--- src/rtl/alu_pkg.sv ---
// Shared types and constants for the Y86 ALU execute stage.
// Holds the datapath width, ALU function codes, condition-code reset value,
// the output-buffer entry layout and the buffer state encoding.
package alu_pkg;

  localparam int W = 64;

  typedef enum logic [3:0] {
    ALU_ADD = 4'd0,
    ALU_SUB = 4'd1,
    ALU_AND = 4'd2,
    ALU_XOR = 4'd3
  } alu_ifun_e;

  // {ZF, SF, OF} after reset: result "zero", not negative, no overflow.
  localparam logic [2:0] CC_RESET = 3'b100;

  typedef struct packed {
    logic [W-1:0] valE;
    logic         err;
  } alu_entry_t;

  typedef enum logic [1:0] {
    ST_EMPTY = 2'd0,
    ST_ONE   = 2'd1,
    ST_TWO   = 2'd2
  } buf_state_e;

endpackage

--- src/rtl/alu_exec_stage_if.sv ---
// Decode-to-execute and execute-to-memory handshake bundle.
// master: the decode/consumer side; slave: the execute stage itself.
interface alu_exec_stage_if;
  import alu_pkg::*;

  logic          in_valid;
  logic          in_ready;
  logic [3:0]    in_ifun;
  logic [W-1:0]  in_valA;
  logic [W-1:0]  in_valB;
  logic          in_set_cc;
  logic          out_valid;
  logic          out_ready;
  logic [W-1:0]  out_valE;
  logic          out_err;
  logic [2:0]    cc;

  modport master (
    output in_valid, in_ifun, in_valA, in_valB, in_set_cc, out_ready,
    input  in_ready, out_valid, out_valE, out_err, cc
  );

  modport slave (
    input  in_valid, in_ifun, in_valA, in_valB, in_set_cc, out_ready,
    output in_ready, out_valid, out_valE, out_err, cc
  );

endinterface

--- src/rtl/alu_exec_stage_alu64.sv ---
// alu64: combinational 64-bit Y86 ALU computing valE = valB OP valA
// with ZF/SF/OF flags and an illegal-function indication (valE = 0 then).
module alu64
  import alu_pkg::*;
(
  input  logic [W-1:0] i_valA,
  input  logic [W-1:0] i_valB,
  input  logic [3:0]   i_ifun,
  output logic [W-1:0] o_valE,
  output logic         o_zf,
  output logic         o_sf,
  output logic         o_of,
  output logic         o_illegal
);

  logic [W-1:0] w_sum;
  logic [W-1:0] w_diff;
  logic [W-1:0] w_and;
  logic [W-1:0] w_xor;

  // Independent arithmetic/logic units; carry out is discarded.
  assign w_sum  = i_valB + i_valA;
  assign w_diff = i_valB - i_valA;
  assign w_and  = i_valB & i_valA;
  assign w_xor  = i_valB ^ i_valA;

  // Select the unit result and derive signed overflow for add/sub.
  always_comb begin
    // NOTE: every output gets a default first so no path leaves it unassigned (no latch).
    o_valE    = '0;
    o_of      = 1'b0;
    o_illegal = 1'b0;
    case (i_ifun)
      ALU_ADD: begin
        o_valE = w_sum;
        o_of   = (i_valA[W-1] == i_valB[W-1]) && (w_sum[W-1] != i_valB[W-1]);
      end
      ALU_SUB: begin
        o_valE = w_diff;
        o_of   = (i_valA[W-1] != i_valB[W-1]) && (w_diff[W-1] != i_valB[W-1]);
      end
      ALU_AND: o_valE = w_and;
      ALU_XOR: o_valE = w_xor;
      default: o_illegal = 1'b1;
    endcase
  end

  assign o_zf = (o_valE == '0);
  assign o_sf = o_valE[W-1];

endmodule

--- src/rtl/alu_exec_stage.sv ---
// alu_exec_stage: registered Y86 execute stage with a 2-entry output buffer.
// Results leave in acceptance order; in_ready depends only on registered state.
// Build option: define ALU_EXEC_CC_EN to build the condition-code register;
// otherwise cc is tied to CC_RESET and in_set_cc is ignored.
module alu_exec_stage
  import alu_pkg::*;
(
  input  logic             clk,
  input  logic             rst,
  alu_exec_stage_if.slave  bus
);

  logic [W-1:0] w_valE;
  logic         w_zf;
  logic         w_sf;
  logic         w_of;
  logic         w_illegal;
  logic         w_in_ready;
  logic         w_out_valid;
  logic         w_accept;
  logic         w_emit;
  logic         w_wr_idx;
  alu_entry_t   w_head_entry;

  buf_state_e   r_state;
  logic         r_head;
  alu_entry_t   r_entry [2];

  alu64 u_alu (
    .i_valA    (bus.in_valA),
    .i_valB    (bus.in_valB),
    .i_ifun    (bus.in_ifun),
    .o_valE    (w_valE),
    .o_zf      (w_zf),
    .o_sf      (w_sf),
    .o_of      (w_of),
    .o_illegal (w_illegal)
  );

  // Handshake decode: reset forces the idle view (ready, nothing valid).
  assign w_in_ready  = rst || (r_state != ST_TWO);
  assign w_out_valid = !rst && (r_state != ST_EMPTY);
  assign w_accept    = bus.in_valid && w_in_ready && !rst;
  assign w_emit      = w_out_valid && bus.out_ready;

  // A new entry goes behind the head when one is already held.
  assign w_wr_idx    = r_head ^ (r_state == ST_ONE);

  // Buffer occupancy FSM and head pointer.
  always_ff @(posedge clk) begin
    // NOTE: sequential state uses <= so every register sees pre-edge values.
    if (rst) begin
      r_state <= ST_EMPTY;
      r_head  <= 1'b0;
    end else begin
      if (w_emit) r_head <= ~r_head;
      case (r_state)
        ST_EMPTY: if (w_accept) r_state <= ST_ONE;
        ST_ONE: begin
          if (w_accept && !w_emit)      r_state <= ST_TWO;
          else if (!w_accept && w_emit) r_state <= ST_EMPTY;
        end
        ST_TWO:   if (w_emit) r_state <= ST_ONE;
        default:  r_state <= ST_EMPTY;
      endcase
    end
  end

  // Result storage written on accept.
  always_ff @(posedge clk) begin
    // NOTE: entries carry no reset; out_valid gates them, so stale data never escapes.
    if (w_accept) r_entry[w_wr_idx] <= '{valE: w_valE, err: w_illegal};
  end

  assign w_head_entry  = r_entry[r_head];
  assign bus.in_ready  = w_in_ready;
  assign bus.out_valid = w_out_valid;
  assign bus.out_valE  = w_out_valid ? w_head_entry.valE : '0;
  assign bus.out_err   = w_out_valid ? w_head_entry.err  : 1'b0;

`ifdef ALU_EXEC_CC_EN
  logic [2:0] r_cc;

  // Condition codes load on any legal accepted op that requests it.
  always_ff @(posedge clk) begin
    if (rst)                                          r_cc <= CC_RESET;
    else if (w_accept && bus.in_set_cc && !w_illegal) r_cc <= {w_zf, w_sf, w_of};
  end

  assign bus.cc = r_cc;
`else
  logic w_unused_cc;
  assign w_unused_cc = ^{w_zf, w_sf, w_of, bus.in_set_cc};
  assign bus.cc      = CC_RESET;
`endif

endmodule

--- src/flat_wrapper.sv ---
// flat-port wrapper written by rule: the top's interface ports become plain ports
module alu_exec_stage_flat import alu_pkg::*;
  (clk, rst, bus_in_valid, bus_in_ifun, bus_in_valA, bus_in_valB, bus_in_set_cc, bus_out_ready, bus_in_ready, bus_out_valid, bus_out_valE, bus_out_err, bus_cc);
  alu_exec_stage_if bus_i ();
  input  logic clk;
  input  logic rst;
  input wire logic [$bits(bus_i.in_valid)-1:0] bus_in_valid;
  input wire logic [$bits(bus_i.in_ifun)-1:0] bus_in_ifun;
  input wire logic [$bits(bus_i.in_valA)-1:0] bus_in_valA;
  input wire logic [$bits(bus_i.in_valB)-1:0] bus_in_valB;
  input wire logic [$bits(bus_i.in_set_cc)-1:0] bus_in_set_cc;
  input wire logic [$bits(bus_i.out_ready)-1:0] bus_out_ready;
  output wire logic [$bits(bus_i.in_ready)-1:0] bus_in_ready;
  output wire logic [$bits(bus_i.out_valid)-1:0] bus_out_valid;
  output wire logic [$bits(bus_i.out_valE)-1:0] bus_out_valE;
  output wire logic [$bits(bus_i.out_err)-1:0] bus_out_err;
  output wire logic [$bits(bus_i.cc)-1:0] bus_cc;
  assign bus_i.in_valid = bus_in_valid;
  assign bus_i.in_ifun = bus_in_ifun;
  assign bus_i.in_valA = bus_in_valA;
  assign bus_i.in_valB = bus_in_valB;
  assign bus_i.in_set_cc = bus_in_set_cc;
  assign bus_i.out_ready = bus_out_ready;
  assign bus_in_ready = bus_i.in_ready;
  assign bus_out_valid = bus_i.out_valid;
  assign bus_out_valE = bus_i.out_valE;
  assign bus_out_err = bus_i.out_err;
  assign bus_cc = bus_i.cc;
  alu_exec_stage u_core (.clk(clk), .rst(rst), .bus(bus_i));
endmodule
--- config.mk ---
export PLATFORM = sky130hd
export DESIGN_NAME = alu_exec_stage_flat
export DESIGN_NICKNAME = d
export VERILOG_FILES = /design/src/rtl/alu_pkg.sv /design/src/rtl/alu_exec_stage_if.sv /design/src/rtl/alu_exec_stage_alu64.sv /design/src/rtl/alu_exec_stage.sv /design/src/flat_wrapper.sv
export SDC_FILE = /design/constraint.sdc
export NUM_CORES = 1
export LEC_CHECK = 0
export BUFFER_PORTS_ARGS = -buffer_cell sky130_fd_sc_hd__buf_2
export CAP_MARGIN = 20
export CORE_MARGIN = 5
export CORE_UTILIZATION = 35
export CTS_BUF_LIST = sky130_fd_sc_hd__clkbuf_4 sky130_fd_sc_hd__clkbuf_8
export DETAILED_ROUTE_END_ITERATION = 8
export PLACE_DENSITY = 0.6
export SLEW_MARGIN = 20
export SYNTH_ARGS = -nofsm -noshare
export SYNTH_HDL_FRONTEND = slang
export SYNTH_SLANG_ARGS = --single-unit
--- constraint.sdc ---
create_clock -name clk -period 11.2 [get_ports clk]
set_clock_uncertainty 0.05 [all_clocks]
set_input_delay 2.24 -clock clk [delete_from_list [all_inputs] [get_ports clk]]
set_output_delay 2.24 -clock clk [all_outputs]
set_load 0.02 [all_outputs]
# After elaboration in Yosys (flattened, before gate mapping)

Memories as Yosys holds them, arrays and structs flattened. A register that Yosys moved wholly into a read port is not among the register bits.
Index checks and enable logic that the tools add are counted.

Add/sub/neg operators: 2
Eq/ne operators: 9
Divide/modulo/power cells: 0
Multiplexer cells: 13
Shifts and indexed selects: 0
Reduce and logical (&&, ||, !) cells: 15
Multiply operators: 0
Order comparisons: 0
Bitwise gates (word level): 4

Operator list:

| operator           | count |
|---|---|
| $pmux 64 s4        | 1 |
| $add 64x64->64     | 1 |
| $and 64x64->64     | 1 |
| $mux 64            | 1 |
| $sub 64x64->64     | 1 |
| $xor 64x64->64     | 1 |
| $eq 4x2->1 const B | 2 |
| $mux 2             | 4 |
| $logic_and 1x1->1  | 6 |
| $mux 1             | 6 |
| $pmux 2 s3         | 1 |
| $eq 4x1->1 const B | 1 |
| $logic_not 4->1    | 1 |
| $ne 2x1->1 const B | 2 |
| $reduce_or 4->1    | 1 |
| $logic_not 1->1    | 3 |
| $ne 3x3->1 const B | 1 |
| $reduce_and 3->1   | 1 |
| $eq 2x1->1 const B | 1 |
| $eq 2x2->1 const B | 1 |
| $logic_not 2->1    | 1 |
| $ne 2x2->1 const B | 1 |
| $reduce_bool 2->1  | 1 |
| $logic_or 1x1->1   | 1 |
| 2 further kinds    | 2 |

Logic and storage cells: 46
Bits in read-only memories: 0
Register bits: 3
Bits in latches: 0
Memories kept: 1
RAM bits: 130
Bits of input ports: 137

Memories:

| memory         | words | bits a word | read ports | clocked after memory_dff | wr ports | RTL line             | text |
|---|---|---|---|---|---|---|---|
| u_core.r_entry | 2     | 65          | 1          | 1                        | 1        | alu_exec_stage.sv:27 | `alu_entry_t r_entry [2];` |

# Longest topological paths before layout

Depth in word-level cells: 9
Gate-level depth with buffers: 21
Depth with buffers taken out: 20

# Hierarchy

A second synthesis with hierarchy kept.

Cell total of the unflattened synthesis: 2023
Area, all modules: 15892.7 sq um

By module, submodules not included:

| module         | cells each | instances | area an instance (sq um) |
|---|---|---|---|
| alu64          | 1717       | 1         | 10577.6 |
| alu_exec_stage | 306        | 1         | 5315.1 |

# Least setup slack after synthesis

OpenSTA, ideal clock, no wires.

Path kind: input -> register
Start: input port bus_in_valA[6]
End: memory u_core.r_entry[0][64] (netlist name), data pin
Data required time: 10872 ps
Buffers on the path: 2
Slack: 3643 ps
Arrival: 7229 ps
Stages on the path: 18
Path through: or4_4 > or4_1 > buf_2 > or4_4 > buf_6 > or3_2 > o41ai_1 > xor2_1 > ha_1 > nand2_1 > or4_1 > or3_1 > a211oi_1 > o31ai_1 > a21oi_1 > o31ai_1 > mux2i_1 > or4_1

Longest elaborated chain between the ends: 2

Ends and longest elaborated chain:

| item                                                    | RTL line                                               | text |
|---|---|---|
| from (decl)                                             | flat_wrapper.sv:9                                      | `input wire logic [$bits(bus_i.in_valA)-1:0] bus_in_valA;` |
| $sub 64x64->64 / $add 64x64->64 (equally long branches) | alu_exec_stage_alu64.sv:23, alu_exec_stage_alu64.sv:22 |  |
| $pmux 64 s4 *                                           | alu_exec_stage_alu64.sv:33                             | `case (i_ifun)` |
| net u_core.u_alu.o_sf                                   | alu_exec_stage_alu64.sv:11                             | `output logic o_sf,` |
| to (decl)                                               | alu_exec_stage.sv:27                                   |  |

The timed path passes the listed nets; every way through them passes the cells marked *.

# Worst setup path in the final report

Same ends and word-level chain as after synthesis.

==> impl_metrics.ini <==
[pwr]
cellLeakagePower_nw = 5.99
power.density_nw_per_um2 = 106
power.total_w = 0.00151
ir_worst_vdd_v = 0.0000584

[final_layout]
drive_gt1_share_pct = 17.8
fin_nets = 1772
final_cells = 1980
fin_area_sq_um = 14200
seq_area_sq_um = 3990
multi_input_area_sq_um = 8080
areaGrowthSynthToFinish_pct = 14.0
n_fill_cell = 3570

[sta]
rsz0062_at_grt = false
hold_viol = 0
relSlewSlack_pct = 36.3
max_clock_freq_mhz = 117
min_period_ns = 8.58
worstMarginPinSlew_ns = 0.943
slew_viol_final = 0
setup_viol = 0
fin_hold_ws_ns = 0.507
final.setup.tns_ns = 0
min_period_over_period_pct = 76.6

[worst_setup_path]
path_delay_family = simple AND/OR/NAND/NOR gates
path_buf_inv = 1
critPathMaxFanout = 7
worstPathCellList = buf_2 > or4_4 > or4_1 > nor4_1 > nand3b_1 > nor2_1 > nand2_1 > o31ai_1 > xor2_1 > ha_1 > nand2_1 > or4_1 > or3_1 > a211oi_1 > o31ai_1 > a21oi_1 > o31ai_1 > mux2i_1 > or4_1
critical_path_class = input pin to flip-flop
cpMaxStageDelayCell = nor4_1
cp_data_arrival_time_ns = 8.71
critPathMaxStageDelay_ns = 0.80
cp_data_required_time_ns = 11.33
start_kind = input pin
end_kind = flip-flop

[logic_synthesis]
synth_cell_type_count = 71
yosysTopAreaCell = edfxtp_1
synth_area_sq_um = 12500
avgSynthCellArea_sq_um = 9.24
ys_ff_latch = 134
synthArstFlopShare_pct = 0
synth_seq_area_share_pct = 31.9
synth_top_area_share_pct = 31.3
synth-edff-count = 130
synthCells = 1350
netlist_top_cells_area = edfxtp_1 31%, ha_1 13%, mux2i_1 10%
synth.yosys.warnings = 0
ys.flop_type = edfxtp_1

[global_route]
grt_pass1_vias = 10500
grt.busiest_layer = met2
grtUsageMet1_pct = 30.3
antenna_found_initial = 1
grt.met3_usage_pct = 2.34
grt_max_degree = 66
met2_usage_pct = 33.1
grt_use_total_pct = 20.8
overflow = 0
grt_pass1_wl_um = 63300

[floorplan]
ioPinCount = 207
die_area_sq_um = 39500
core-area_sq_um = 35400
start_util_pct = 35.2
rows = 69
fp.dieH_um = 199
die_w_um = 199

[clock_network]
cts-root-buf = clkbuf_8
cts_buffers = 17
cts_setup_buffers = 0
postCtsHoldBufs = 0
cts_tree = yes
cts.path.max_buffers = 2
cts_max_level = 4
cts_resized = 0
path_clk_slew_ns = 0.08
cts_sinks = 134
clk_latency_ns = 0.45

[detailed_routing]
drc = 0
vias = 11100
drt_pass1_iterations = 5
wire_per_inst_um = 21.3
viasPerCell = 5.59
finalWirelength_um = 42100
antenna_left = 0
drt_iter0_drc = 913

[placement]
dp_cells = 1947
io_buffers = 202
globalplace.congestion = 0.911
postPlaceCellArea_sq_um = 13900
hpwl_um = 32700

[outcome]
status = completed

[job]
drv_cap = 0

[worst_hold_path]
hp-class = flip-flop to flip-flop
[cell families after synthesis]
family,after synthesis,synth area share [%]
AO/OA/AOI/OAI,360,18.7
XOR/XNOR,115,8.07
adder cells (fa/ha/maj),130,13.1
buffers and inverters,108,3.41
flip-flops,134,31.9
multiplexers,132,10.6
other,2,0.0602
AND/OR/NAND/NOR,369,14.1
[state kept, by name, indices dropped and copies added, names as in the netlist, named ones only]
register	count
u_core.r_entry	130
u_core.r_state	2
u_core.r_head	1
[worst register-to-register path: cells and delay by family (launching register included)]
family	cells	cell delay (ns)
adder cells (fa/ha/maj)	1	0.26
AND/OR/NAND/NOR	5	0.82
AO/OA/AOI/OAI	1	0.12
flip-flops	1	0.35
buffers and inverters	2	0.69
multiplexers	1	0.16
[power by group]
group	internal, W	total [W]	switching [W]	leakage (nW)
sequential	0.000578	0.000585	0.00000692	1.29
clock	0.000162	0.000379	0.000217	0.179
combinational	0.000208	0.000546	0.000338	4.52
total	0.000948	0.00151	0.000562	5.99
[layout make-up]
type	instances	area share [%]
Multi-Input combinational cell	1109	56.8
Sequential cell	134	28.0
Timing Repair Buffer	213	7.70
Tap cell	461	4.05
Clock buffer	17	1.64
Clock inverter	15	0.932
Inverter	30	0.792
Antenna cell	1	0.0176
[per-layer routing]
layer	part of all wire, %	wire (um)
met1	47	19800
met2	46	19300
met3	5.4	2260
met4	1.7	715
met5	0	0
[final timing paths]
kind         depth (start not counted)  slack [ns]                              end                      startpoint
min                                  2        0.51       u_core.r_head$_SDFFE_PP0P_      u_core.r_head$_SDFFE_PP0P_
min reg2reg                          2        0.51       u_core.r_head$_SDFFE_PP0P_      u_core.r_head$_SDFFE_PP0P_
max                                 19        2.62  u_core.r_entry[0][64]$_DFFE_PP_                  bus_in_valA[6]
max reg2reg                         10        8.65   u_core.r_state[0]$_SDFFE_PP0P_  u_core.r_state[0]$_SDFFE_PP0P_
[cell usage after synthesis (3+ instances only)]
| library cell | instances |
|---|---|
| and2_1 | 4 |
| and4_1 | 4 |
| o32ai_1 | 4 |
| or2_2 | 7 |
| buf_1 | 15 |
| nor4_1 | 4 |
| inv_1 | 29 |
| o31ai_1 | 19 |
| nor3b_1 | 3 |
| o211ai_1 | 9 |
| or3_1 | 10 |
| clkbuf_1 | 58 |
| ha_1 | 129 |
| dfxtp_1 | 4 |
| mux2_2 | 3 |
| a31oi_1 | 17 |
| nor2_1 | 152 |
| nand2b_1 | 14 |
| a211oi_1 | 22 |
| a21boi_0 | 5 |
| nor3_1 | 29 |
| nor2b_1 | 12 |
| o21bai_1 | 11 |
| and3_1 | 5 |
| a21oi_1 | 92 |
| o21a_1 | 11 |
| nand2_1 | 71 |
| o311ai_0 | 3 |
| edfxtp_1 | 130 |
| nand3_1 | 16 |
| a311oi_1 | 3 |
| o21ai_0 | 53 |
| a21o_1 | 46 |
| o41ai_1 | 6 |
| o22ai_1 | 40 |
| or4_4 | 3 |
| xnor2_1 | 57 |
| or4_1 | 11 |
| buf_4 | 3 |
| mux2i_1 | 129 |
| xor2_1 | 58 |
| nand4_1 | 14 |
[cells in the final DEF (no fill, tap or decap), types with 29 or more instances in the layout]
master,count
nand2_1,71
mux2i_1,129
a21o_1,46
xor2_1,58
o21ai_0,53
a21oi_1,92
nor3_1,29
buf_2,201
inv_1,29
xnor2_1,57
edfxtp_1,130
ha_1,129
o22ai_1,40
nor2_1,151
[metrics by stage]
step	worst slack [ns]	utilization (%)
finish	2.62	40.2
global route	2.33	40.2
CTS	2.76	40.2
detailed placement	2.27	39.1
global placement	2.36	39.1
floorplan	3.64	-
Note: power is estimated with default switching activity, not from simulation.
